$ cat src/rtl/multicycle_control_pkg.sv
// Shared definitions for the multi-cycle RISC control path.
// Contents: supported opcodes, the 4-bit state enum, ALU_op codes,
// ALU_src_B / pc_source select encodings, the packed control vector and
// a legal-opcode helper.
package multicycle_control_pkg;

  localparam logic [5:0] OP_R    = 6'b000000;
  localparam logic [5:0] OP_LW   = 6'b100011;
  localparam logic [5:0] OP_SW   = 6'b101011;
  localparam logic [5:0] OP_BEQ  = 6'b000100;
  localparam logic [5:0] OP_J    = 6'b000010;
  localparam logic [5:0] OP_ADDI = 6'b001000;

  typedef enum logic [3:0] {
    ST_FETCH     = 4'd0,
    ST_DECODE    = 4'd1,
    ST_MEM_ADDR  = 4'd2,
    ST_MEM_READ  = 4'd3,
    ST_MEM_WB    = 4'd4,
    ST_MEM_WRITE = 4'd5,
    ST_EXECUTE   = 4'd6,
    ST_ALU_WB    = 4'd7,
    ST_BRANCH    = 4'd8,
    ST_JUMP      = 4'd9,
    ST_ADDI_EXEC = 4'd10,
    ST_ADDI_WB   = 4'd11
  } state_t;

  localparam logic [1:0] ALU_ADD  = 2'b00;
  localparam logic [1:0] ALU_SUB  = 2'b01;
  localparam logic [1:0] ALU_FUNC = 2'b10;

  localparam logic [1:0] SRCB_B       = 2'b00;
  localparam logic [1:0] SRCB_FOUR    = 2'b01;
  localparam logic [1:0] SRCB_IMM     = 2'b10;
  localparam logic [1:0] SRCB_IMM_SH2 = 2'b11;

  localparam logic [1:0] PCSRC_ALU    = 2'b00;
  localparam logic [1:0] PCSRC_ALUOUT = 2'b01;
  localparam logic [1:0] PCSRC_JUMP   = 2'b10;

  typedef struct packed {
    logic       pc_write;
    logic       IorD;
    logic       mem_read;
    logic       mem_write;
    logic       ir_write;
    logic       reg_dst;
    logic       mem_to_reg;
    logic       reg_write;
    logic       alu_src_a;
    logic [1:0] alu_src_b;
    logic [1:0] alu_op;
    logic [1:0] pc_source;
    logic       instr_done;
    logic       illegal_op;
  } ctrl_t;

  function automatic logic is_legal_op(input logic [5:0] op);
    return (op == OP_R) || (op == OP_LW) || (op == OP_SW) ||
           (op == OP_BEQ) || (op == OP_J) || (op == OP_ADDI);
  endfunction

endpackage

$ cat src/rtl/multicycle_control_ctrl_out_decode.sv
// Combinational control-vector decode for the multi-cycle controller.
// Ports:
//   reset     - forces every strobe and select to 0 while high
//   state     - current FSM state
//   opcode    - instruction opcode (used for illegal detection in DECODE)
//   zero      - ALU zero flag (BEQ condition)
//   mem_ready - memory handshake (FETCH load strobes, SW completion)
//   ctrl      - full control vector
module ctrl_out_decode
  import multicycle_control_pkg::*;
(
  input  logic       reset,
  input  state_t     state,
  input  logic [5:0] opcode,
  input  logic       zero,
  input  logic       mem_ready,
  output ctrl_t      ctrl
);

  always_comb begin
    ctrl = '0;
    if (!reset) begin
      case (state)
        ST_FETCH: begin
          ctrl.mem_read  = 1'b1;
          ctrl.alu_src_b = SRCB_FOUR;
          ctrl.alu_op    = ALU_ADD;
          ctrl.pc_source = PCSRC_ALU;
          ctrl.ir_write  = mem_ready;
          ctrl.pc_write  = mem_ready;
        end
        ST_DECODE: begin
          ctrl.alu_src_b  = SRCB_IMM_SH2;
          ctrl.alu_op     = ALU_ADD;
          ctrl.illegal_op = !is_legal_op(opcode);
        end
        ST_MEM_ADDR: begin
          ctrl.alu_src_a = 1'b1;
          ctrl.alu_src_b = SRCB_IMM;
          ctrl.alu_op    = ALU_ADD;
        end
        ST_MEM_READ: begin
          ctrl.mem_read = 1'b1;
          ctrl.IorD     = 1'b1;
        end
        ST_MEM_WB: begin
          ctrl.mem_to_reg = 1'b1;
          ctrl.reg_write  = 1'b1;
          ctrl.instr_done = 1'b1;
        end
        ST_MEM_WRITE: begin
          ctrl.mem_write  = 1'b1;
          ctrl.IorD       = 1'b1;
          ctrl.instr_done = mem_ready;
        end
        ST_EXECUTE: begin
          ctrl.alu_src_a = 1'b1;
          ctrl.alu_src_b = SRCB_B;
          ctrl.alu_op    = ALU_FUNC;
        end
        ST_ALU_WB: begin
          ctrl.reg_dst    = 1'b1;
          ctrl.reg_write  = 1'b1;
          ctrl.instr_done = 1'b1;
        end
        ST_BRANCH: begin
          ctrl.alu_src_a  = 1'b1;
          ctrl.alu_src_b  = SRCB_B;
          ctrl.alu_op     = ALU_SUB;
          ctrl.pc_source  = PCSRC_ALUOUT;
          ctrl.pc_write   = zero;
          ctrl.instr_done = 1'b1;
        end
        ST_JUMP: begin
          ctrl.pc_source  = PCSRC_JUMP;
          ctrl.pc_write   = 1'b1;
          ctrl.instr_done = 1'b1;
        end
        ST_ADDI_EXEC: begin
          ctrl.alu_src_a = 1'b1;
          ctrl.alu_src_b = SRCB_IMM;
          ctrl.alu_op    = ALU_ADD;
        end
        ST_ADDI_WB: begin
          ctrl.reg_write  = 1'b1;
          ctrl.instr_done = 1'b1;
        end
        default: ctrl = '0;
      endcase
    end
  end

endmodule

$ cat src/rtl/multicycle_control.sv
// Main control FSM of the multi-cycle RISC datapath.
// Ports:
//   clk, reset            - rising-edge clock, synchronous active-high reset
//   opcode, zero          - instruction opcode and ALU zero flag
//   mem_ready             - memory completes current access this cycle
//   pc_write ... pc_source- datapath strobes and mux selects
//   instr_done            - pulse in the last state of each legal instruction
//   illegal_op            - pulse when DECODE sees an unsupported opcode
//   retired               - wrapping count of completed instructions
//   state_dbg             - current state encoding
module multicycle_control
  import multicycle_control_pkg::*;
#(
  parameter int unsigned RETIRE_W = 16
) (
  input  logic                clk,
  input  logic                reset,
  input  logic [5:0]          opcode,
  input  logic                zero,
  input  logic                mem_ready,
  output logic                pc_write,
  output logic                IorD,
  output logic                mem_read,
  output logic                mem_write,
  output logic                ir_write,
  output logic                reg_dst,
  output logic                mem_to_reg,
  output logic                reg_write,
  output logic                ALU_src_A,
  output logic [1:0]          ALU_src_B,
  output logic [1:0]          ALU_op,
  output logic [1:0]          pc_source,
  output logic                instr_done,
  output logic                illegal_op,
  output logic [RETIRE_W-1:0] retired,
  output logic [3:0]          state_dbg
);

  state_t state;
  state_t next_state;
  ctrl_t  ctrl;

  ctrl_out_decode u_decode (
    .reset     (reset),
    .state     (state),
    .opcode    (opcode),
    .zero      (zero),
    .mem_ready (mem_ready),
    .ctrl      (ctrl)
  );

  always_comb begin
    next_state = state;
    case (state)
      ST_FETCH:     if (mem_ready) next_state = ST_DECODE;
      ST_DECODE: begin
        case (opcode)
          OP_LW, OP_SW: next_state = ST_MEM_ADDR;
          OP_R:         next_state = ST_EXECUTE;
          OP_BEQ:       next_state = ST_BRANCH;
          OP_J:         next_state = ST_JUMP;
          OP_ADDI:      next_state = ST_ADDI_EXEC;
          default:      next_state = ST_FETCH;
        endcase
      end
      ST_MEM_ADDR:  next_state = (opcode == OP_SW) ? ST_MEM_WRITE : ST_MEM_READ;
      ST_MEM_READ:  if (mem_ready) next_state = ST_MEM_WB;
      ST_MEM_WRITE: if (mem_ready) next_state = ST_FETCH;
      ST_EXECUTE:   next_state = ST_ALU_WB;
      ST_ADDI_EXEC: next_state = ST_ADDI_WB;
      ST_MEM_WB, ST_ALU_WB, ST_BRANCH, ST_JUMP, ST_ADDI_WB:
                    next_state = ST_FETCH;
      default:      next_state = ST_FETCH;
    endcase
  end

  // instr_done from the decode is already gated by reset, so the counter
  // only needs reset to take priority.
  always_ff @(posedge clk) begin
    if (reset) begin
      state   <= ST_FETCH;
      retired <= '0;
    end else begin
      state <= next_state;
      if (ctrl.instr_done) retired <= retired + 1'b1;
    end
  end

  assign pc_write   = ctrl.pc_write;
  assign IorD       = ctrl.IorD;
  assign mem_read   = ctrl.mem_read;
  assign mem_write  = ctrl.mem_write;
  assign ir_write   = ctrl.ir_write;
  assign reg_dst    = ctrl.reg_dst;
  assign mem_to_reg = ctrl.mem_to_reg;
  assign reg_write  = ctrl.reg_write;
  assign ALU_src_A  = ctrl.alu_src_a;
  assign ALU_src_B  = ctrl.alu_src_b;
  assign ALU_op     = ctrl.alu_op;
  assign pc_source  = ctrl.pc_source;
  assign instr_done = ctrl.instr_done;
  assign illegal_op = ctrl.illegal_op;
  assign state_dbg  = state;

endmodule
$ cat config.mk
export PLATFORM = sky130hd
export DESIGN_NAME = multicycle_control
export DESIGN_NICKNAME = d
export VERILOG_FILES = /design/src/rtl/multicycle_control_pkg.sv /design/src/rtl/multicycle_control_ctrl_out_decode.sv /design/src/rtl/multicycle_control.sv
export SDC_FILE = /design/constraint.sdc
export NUM_CORES = 1
export LEC_CHECK = 0
export CORE_ASPECT_RATIO = 1.5
export CORE_MARGIN = 2
export CORE_UTILIZATION = 41
export CTS_CLUSTER_DIAMETER = 50
export DETAILED_ROUTE_END_ITERATION = 6
export PLACE_DENSITY = 0.77
export SLEW_MARGIN = 40
export SYNTH_ARGS = -nofsm -noshare
export SYNTH_HDL_FRONTEND = slang
export SYNTH_SLANG_ARGS = --single-unit
$ cat constraint.sdc
create_clock -name clk -period 2 [get_ports clk]
set_input_delay 0.4 -clock clk [delete_from_list [all_inputs] [get_ports clk]]
set_output_delay 0.4 -clock clk [all_outputs]
set_load 0.03 [all_outputs]
======== Word-level counts from Yosys, hierarchy flattened ========
Index checks and enable logic that the tools add are counted.
operators by class
  mux-type cells .......................... 20
  bitwise logic cells ..................... 0
  order comparisons ....................... 0
  equality and inequality tests ........... 19
  divide/modulo/power cells ............... 0
  $mul .................................... 0
  $add $sub $neg .......................... 1
  shifts and indexed selects .............. 0
  reductions and logical operators ........ 16
operators with widths
  cell                     number
  $pmux W4 S5              2
  $pmux W4 S7              1
  $mux W17                 1
  $add A16 B1 Y16 const B  1
  $eq A4 B3 Y1 const B     4
  $eq A4 B4 Y1 const B     4
  $eq A6 B6 Y1 const B     2
  $mux W4                  3
  $mux W1                  9
  $eq A4 B2 Y1 const B     2
  $reduce_or A2 Y1         4
  $eq A6 B2 Y1 const B     1
  $eq A6 B3 Y1 const B     1
  $eq A6 B4 Y1 const B     1
  $logic_not A6 Y1         1
  $ne A2 B2 Y1 const B     3
  $logic_or A1 B1 Y1       5
  $reduce_or A5 Y1         1
  $eq A4 B1 Y1 const B     1
  $logic_not A4 Y1         1
  $pmux W2 S2              1
  $reduce_or A4 Y1         1
  $mux W3                  1
  $pmux W1 S3              1
  4 further kinds          4
word-level totals
  ROM bits ................................ 0
  output and inout port bits .............. 37
  memory bits (writable) .................. 0
  bits of input ports ..................... 10
  latch bits .............................. 0
  word-level logic and storage cells ...... 58
  register bits after elaboration ......... 20
  memories kept ........................... 0

======== Longest topological paths before layout ========
Gate-level depths: netlist of run 1.
  depth after elaboration ................. 9
  mapped depth ............................ 8
  gate-level depth less buffers ........... 4

======== Hierarchy ========
A second synthesis of run 1 with hierarchy kept.
second synthesis, totals
  cell total of the unflattened synthesis .. 179
  area, all modules ....................... 1,477.7 um^2
modules (own cells, without submodules)
  module              instances  area each (um^2)  cells each
  multicycle_control  1          1,193.6           135
  ctrl_out_decode     1          284.0             44

======== Worst setup path before layout of run 1 ========
Ideal clock, no wire load.
  path kind ............................... register to output
  from .................................... reg state[2] (netlist: state_dbg[2])
  to ...................................... out illegal_op
  setup slack ............................. -0.499 ns
  data arrival time ....................... 2.099 ns
  stages on the path, launching flop included .. 5
  path buffers ............................ 1
  cells stage by stage .................... dfxtp_1 -> or2_2 -> clkbuf_1 -> nor3_1 -> nor4bb_1
on the way
  longest elaborated chain between the ends .. 3
RTL lines
  item                      line                                      text
  start: declaration        multicycle_control.sv:39                  state_t state;
  start signal: assignment  multicycle_control.sv:84                  state <= next_state;
  $eq A4 B1 Y1              multicycle_control_ctrl_out_decode.sv:23  case (state)
  $mux W1                   multicycle_control_ctrl_out_decode.sv:23
  $mux W17                  multicycle_control_ctrl_out_decode.sv:22  if (!reset) begin
  end: declaration          multicycle_control.sv:34                  output logic illegal_op,
No other way between the ends.

======== Final worst setup path of run 1 ========
  from .................................... reg state[1] (netlist: state_dbg[1])
  to ...................................... reg retired[11]
on the way
  longest elaborated chain between the ends .. 4
RTL lines
  item                                          line                                      text
  $eq A4 B3 Y1 or $eq A4 B4 Y1 (tied branches)  multicycle_control_ctrl_out_decode.sv:23
  $reduce_or A5 Y1 (no source line)             -
  $pmux W1 S2 *                                 multicycle_control_ctrl_out_decode.sv:23
  $mux W17 *                                    multicycle_control_ctrl_out_decode.sv:22
  end signal: assignment                        multicycle_control.sv:85                  if (ctrl.instr_done) retired <= retired + 1'b1;
  end: declaration                              multicycle_control.sv:35                  output logic [RETIRE_W-1:0] retired,
Every way passes the cells marked *; elsewhere a longest branch is shown, timed or not.
A chain may end at the register's enable or synchronous reset.

==> results_dict.tcl, run 1 <==
set metrics [dict create \
    clock-sinks 20 \
    antenna_left 0 \
    synth-async-reset-ratio_pct 0 \
    r2r-start "state_dbg[1]" \
    path_class "reg2reg" \
    rsz0062_at_grt "yes" \
    fin_crit_ns 2.00 \
    nNetsFinal 259 \
    critical_path_arrival_ns 2.20 \
    syn_avg_cell_area_um2 7.63 \
    critical_path.max_stage_delay_ns 0.59 \
    place_ws_ns -0.498 \
    synth_cell_types 42 \
    synth_edf_count 0 \
    synth_xor_area_share_pct 2.59 \
    max_freq_ghz 0.500 \
    peakVddDrop_mv 0.355 \
    fin_worst_skew_ns 0.00494 \
    drv_cap 0 \
    tightestPinTransition_ns 0.434 \
    grt_pass1_vias 1549 \
    clock_path_buffers 2 \
    grt_pass1_wl_um 6980 \
    worstPathCellList "nor2b_4 -> or4_4 -> buf_4 -> or4_1 -> a21oi_2" \
    worst_setup_path_end_kind "register" \
    drt_iter0_markers 46 \
    leakagePower_nw 0.833 \
    synth_compound_area_share_pct 19.4 \
    ys.flop_type "dfxtp_1" \
    nFillCells 252 \
    critPathMaxFanout 6 \
    synth_top_family_by_area "simple AND/OR/NAND/NOR gates" \
    cts_hold_buf 0 \
    yosysWarningCount 0 \
    netlist_instances 177 \
    fin_tns_setup_ns 0 \
    portBuffers 46 \
    antenna_found_initial 0 \
    drcViolationCount 0 \
    hold_class "reg2reg" \
    grtUsageTotal_pct 23.6 \
    syn2layout_area_growth_pct 68.1 \
    muxShareOfSynthArea_pct 3.24 \
    drive_gt1_share_pct 37.2 \
    die_x_um 50.9 \
    dp_hpwl_um 3090 \
    drtPass1Iterations 5 \
    setup_violations 0 \
    min_from "retired[10]" \
    numCtsBuffers 3 \
    rrSetupSlack_ns 0.001 \
    hold_viol 0 \
    cts_htree_levels 1 \
    gp_congestion 0.892 \
    clk_pin_slew_worst_paths_ns 0.08 \
    status "finished, final reports clean" \
    setup_ws_ns 0.00123 \
    synth-seq-area-share_pct 29.6 \
    dieHeight_um 74.3 \
    cp-start-kind "register" \
    routed_wl_um 4510 \
    synth-simple-area-share_pct 36.9 \
    routedWlPerCell_um 15.7 \
    overflow 0 \
    coreArea_mm2 0.00316 \
    pin_count 47 \
    synth.ff_latch_count 20 \
    die_area_mm2 0.00378 \
    cp_data_required_time_ns 2.20 \
    vias 1668 \
    vias_per_cell 5.81 \
    synth.net_count 188 \
    grt_max_degree 30 \
    root_buffer "clkbuf_8" \
    cts_tree "built" \
    power_density_mw_per_mm2 405 \
    period_share_pct 99.9 \
    slew_headroom_pct 71.0 \
    diodes 0 \
    synth_area_mm2 0.00135 \
    finalMaxSlewViolations 0 \
    synthAdderAreaFrac_pct 0.926 \
    start_util_pct 42.8 \
    clock_latency_ns 0.26 \
    rows 25 \
    worstSetupStartpoint "state_dbg[1]" \
    cp_slowest_cell "or4_4" \
    total_power_w 0.000921 \
]
==> logic make-up after synthesis <==
| logic type | count (synthesis) |
|---|---|
| AO/OA/AOI/OAI | 42 |
| adder cells (fa/ha/maj) | 1 |
| flip-flops | 20 |
| AND/OR/NAND/NOR | 86 |
| XOR/XNOR | 4 |
| multiplexers | 4 |
| buffers and inverters | 20 |
==> critical path, delay by kind of cell (launching register included) <==
| family | cells | cell delay, ns |
|---|---|---|
| flip-flops | 1 | 0.37 |
| AO/OA/AOI/OAI | 1 | 0.13 |
| AND/OR/NAND/NOR | 3 | 1.26 |
| buffers and inverters | 1 | 0.18 |
==> routing by layer <==
metal  vias to the layer above  GRT usage, %  share of wire, %
met5                         -             0                 0
met4                         0          8.71               1.1
met3                         8          2.81               4.4
met2                        59          46.1                56
met1                       791          25.7                38
li1                        810             -                 -
==> worst paths after layout <==
check / endpoint / cells past startpoint
worst max-delay path: retired[11] / 5
worst min-delay path: retired[10] / 2
worst max register to register: retired[11] / 5
worst min register to register: retired[10] / 2
==> layout by cell type (no fill, tap or decap), types with 5 or more instances in the layout <==
cell type	count
nand2_1	5
nor2_1	11
inv_1	7
buf_4	39
nor4_2	6
a21oi_1	11
nand3_1	6
nor3_1	7
clkdlybuf4s50_1	21
o31ai_1	8
o21ai_0	6
dfxtp_1	16
nor2b_1	5
buf_6	8
dlygate4sd2_1	6
or4_1	6
nand4_1	5
==> cell type report <==
class | count | area (µm²) | share of cell area [%]
inverters | 7 | 26.3 | 1.16
clock buffers | 4 | 55.1 | 2.42
well taps | 40 | 50.0 | 2.20
flip-flops and latches | 20 | 415 | 18.3
repair buffers | 78 | 696 | 30.6
multi-input cells | 138 | 1030 | 45.3
==> metrics by stage <==
stage	instance area, µm²	hold slack [ns]	utilization (%)	std cells
after floorplan	1430	0.614	-	177
after global placement	1990	0.482	62.9	273
after detailed placement	1990	0.491	62.9	273
after CTS	2130	0.503	67.5	280
after global routing	2270	0.540	71.9	287
final	2270	0.507	71.9	287
==> flip-flops by register name (all words and copies together) (netlist names) <==
| signal | flops |
|---|---|
| state_dbg | 4 |
| retired | 16 |
==> Yosys cell counts (4+ instances only) <==
cell,instances,area [µm²]
nor4_1,5,31.3
nand3_1,6,30.0
nor2_1,18,67.6
o21ai_0,7,35.0
or3_1,4,25.0
nand4_1,5,31.3
clkbuf_1,8,30.0
a21oi_1,15,75.1
inv_1,7,26.3
nand2_1,5,18.8
or4_1,8,60.1
dfxtp_1,20,400
o31ai_1,8,60.1
nor2b_1,6,37.5
nor3_1,11,55.1
==> power breakdown <==
group	internal [W]	switching [W]
registers	0.000397	0.00000550
logic	0.0000966	0.000108
clock network	0.000175	0.000138
total	0.000669	0.000252
==> timing repair <==
action	in CTS	in global routing
gates resized for setup	28	24
gates cloned	1	0
setup endpoints to repair	25	14
pin swaps	7	8
setup buffers	2	7
(Power assumes the default switching activity.)
==> run 2, diff against run 1 <==
Settings changed: CORE_MARGIN 2 to not set.
==> run 2 against run 1 <==
Effect of this change:
- largest power group unchanged
- via count rose by 2.7%
- register-to-register slack is essentially flat
- die area down 6.5%
- critical endpoint is now instr_done
- flip-flop and latch count stayed put
- setup slack got worse by 0.033 ns
- global-route usage increased by 0.85 points
- combinational power shrank 9%
- cell area fell by 2.5%
- the flow now finishes with violations (negative setup slack)
- hold slack better by 0.0015 ns
==> results_dict.tcl, run 2 (synthesized netlist as in run 1, its figures left out) <==
set metrics [dict create \
    coreArea_mm2 0.00316 \
    tightestPinTransition_ns 0.546 \
    worst_setup_path_end_kind "output pin" \
    critical_path_arrival_ns 1.63 \
    peakVddDrop_mv 0.340 \
    hold_class "reg2reg" \
    final_common_cell "buf_4" \
    cts_tree "built" \
    start_util_pct 42.8 \
    portBuffers 46 \
    critical_path.max_stage_delay_ns 0.60 \
    hold_viol 0 \
    vias 1713 \
    rows 25 \
    overflow 0 \
    clock_path_buffers 2 \
    drive_gt1_share_pct 35.7 \
    worstPathCellList "and2_4 -> or4_4 -> nor2_4 -> buf_6" \
    drtPass1Iterations 4 \
    mostFrequentLayoutCells "41 x buf_4, 21 x clkdlybuf4s50_1, 16 x dfxtp_1, 14 x nor2_1, 11 x a21oi_1" \
    status "finished, violations left" \
    cp-start-kind "register" \
    nNetsFinal 256 \
    leakagePower_nw 0.828 \
    crit_buf_inv 1 \
    top_register "retired" \
    place_ws_ns -0.498 \
    period_share_pct 102 \
    diodes 0 \
    clk_pin_slew_worst_paths_ns 0.08 \
    fin_crit_ns 2.03 \
    clock-sinks 20 \
    drv_cap 0 \
    die_area_mm2 0.00353 \
    antenna_left 0 \
    finalMaxSlewViolations 0 \
    fin_tns_setup_ns -0.0319 \
    drt_iter0_markers 50 \
    violations "negative setup slack" \
    grt_pass1_vias 1572 \
    setup_ws_ns -0.0319 \
    largest_reg_flops 16 \
    grt_pass1_wl_um 6950 \
    critPathMaxFanout 7 \
    routed_wl_um 4400 \
    dieHeight_um 72.3 \
    root_buffer "clkbuf_8" \
    max_freq_ghz 0.492 \
    die_x_um 48.9 \
    path_class "reg2out" \
    pin_count 47 \
    fin_worst_skew_ns 0.00128 \
    routedWlPerCell_um 15.5 \
    final_area_mm2 0.00222 \
    grt_max_degree 30 \
    fin_cells 284 \
    cp_data_required_time_ns 1.60 \
    grtUsageTotal_pct 24.5 \
    cts_htree_levels 1 \
    placed_cell_area_mm2 0.00198 \
    drcViolationCount 0 \
    power_density_mw_per_mm2 408 \
    clock_latency_ns 0.26 \
    setup_violations 1 \
    numCtsBuffers 3 \
    fin_util_pct 70.1 \
    gp_congestion 0.969 \
    rsz0062_at_grt "yes" \
    crit_family "simple AND/OR/NAND/NOR gates" \
    dp_hpwl_um 2970 \
    dp.cells 272 \
    slew_headroom_pct 63.5 \
    syn2layout_area_growth_pct 64.0 \
    vias_per_cell 6.03 \
    antenna_found_initial 0 \
    cp_slowest_cell "or4_4" \
]
[run 2: path summary, 6_finish.rpt]
kind                                    from  depth (start not counted)     endpoint  slack [ns]
worst min-delay path             retired[10]                          2  retired[10]        0.51
worst max register to register  state_dbg[2]                          5   retired[8]           0
worst min register to register   retired[10]                          2  retired[10]        0.51
worst max-delay path            state_dbg[2]                          4   instr_done       -0.03
[run 2: tightest hold or removal path: stages, from the launching register on]
cell and delay, ns:
dfxtp_1 0.34, o31ai_1 0.07, a21oi_1 0.05
[run 2: report_power, final]
group          internal [W]  total, W  switching, W
combinational     0.0000814  0.000186      0.000104
sequential         0.000399  0.000403    0.00000498
clock              0.000175  0.000315      0.000139
total              0.000655  0.000904      0.000249
[run 2: layout make-up]
cell class                      count  area [µm²]
Timing Repair Buffer               75         653
Tap cell                           40        50.0
Inverter                            7        26.3
Sequential cell                    20         410
Multi-Input combinational cell    138        1020
Fill cell                         257         943
Clock buffer                        4        55.1
[run 2: through the flow]
step / total power [W] / hold WS, ns
after floorplan: 0.000504 / 0.614
after global placement: 0.000579 / 0.479
after detailed placement: 0.000583 / 0.498
after CTS: 0.000899 / 0.511
after global routing: 0.000930 / 0.521
final: 0.000904 / 0.509
[run 2: metal layers]
layer	vias up	share of wire, %	global-route usage [%]
li1	791	-	-
met1	829	37	25.8
met5	-	0	0
met4	0	3.8	14.1
met2	73	54	45.8
met3	20	4.6	3.35
[run 2: what timing repair did]
action	4_1_cts	5_1_grt
pin swaps	6	12
resized for setup	19	16
hold buffers	0	0
cloned	1	0
endpoints found under the setup margin	26	12
buffers inserted	4	3
==> run 3, diff against run 2 <==
Settings changed: RECOVER_POWER set to 25.
==> results of run 3 <==
The final DEF is identical to that of run 2; final timing and power are the same.
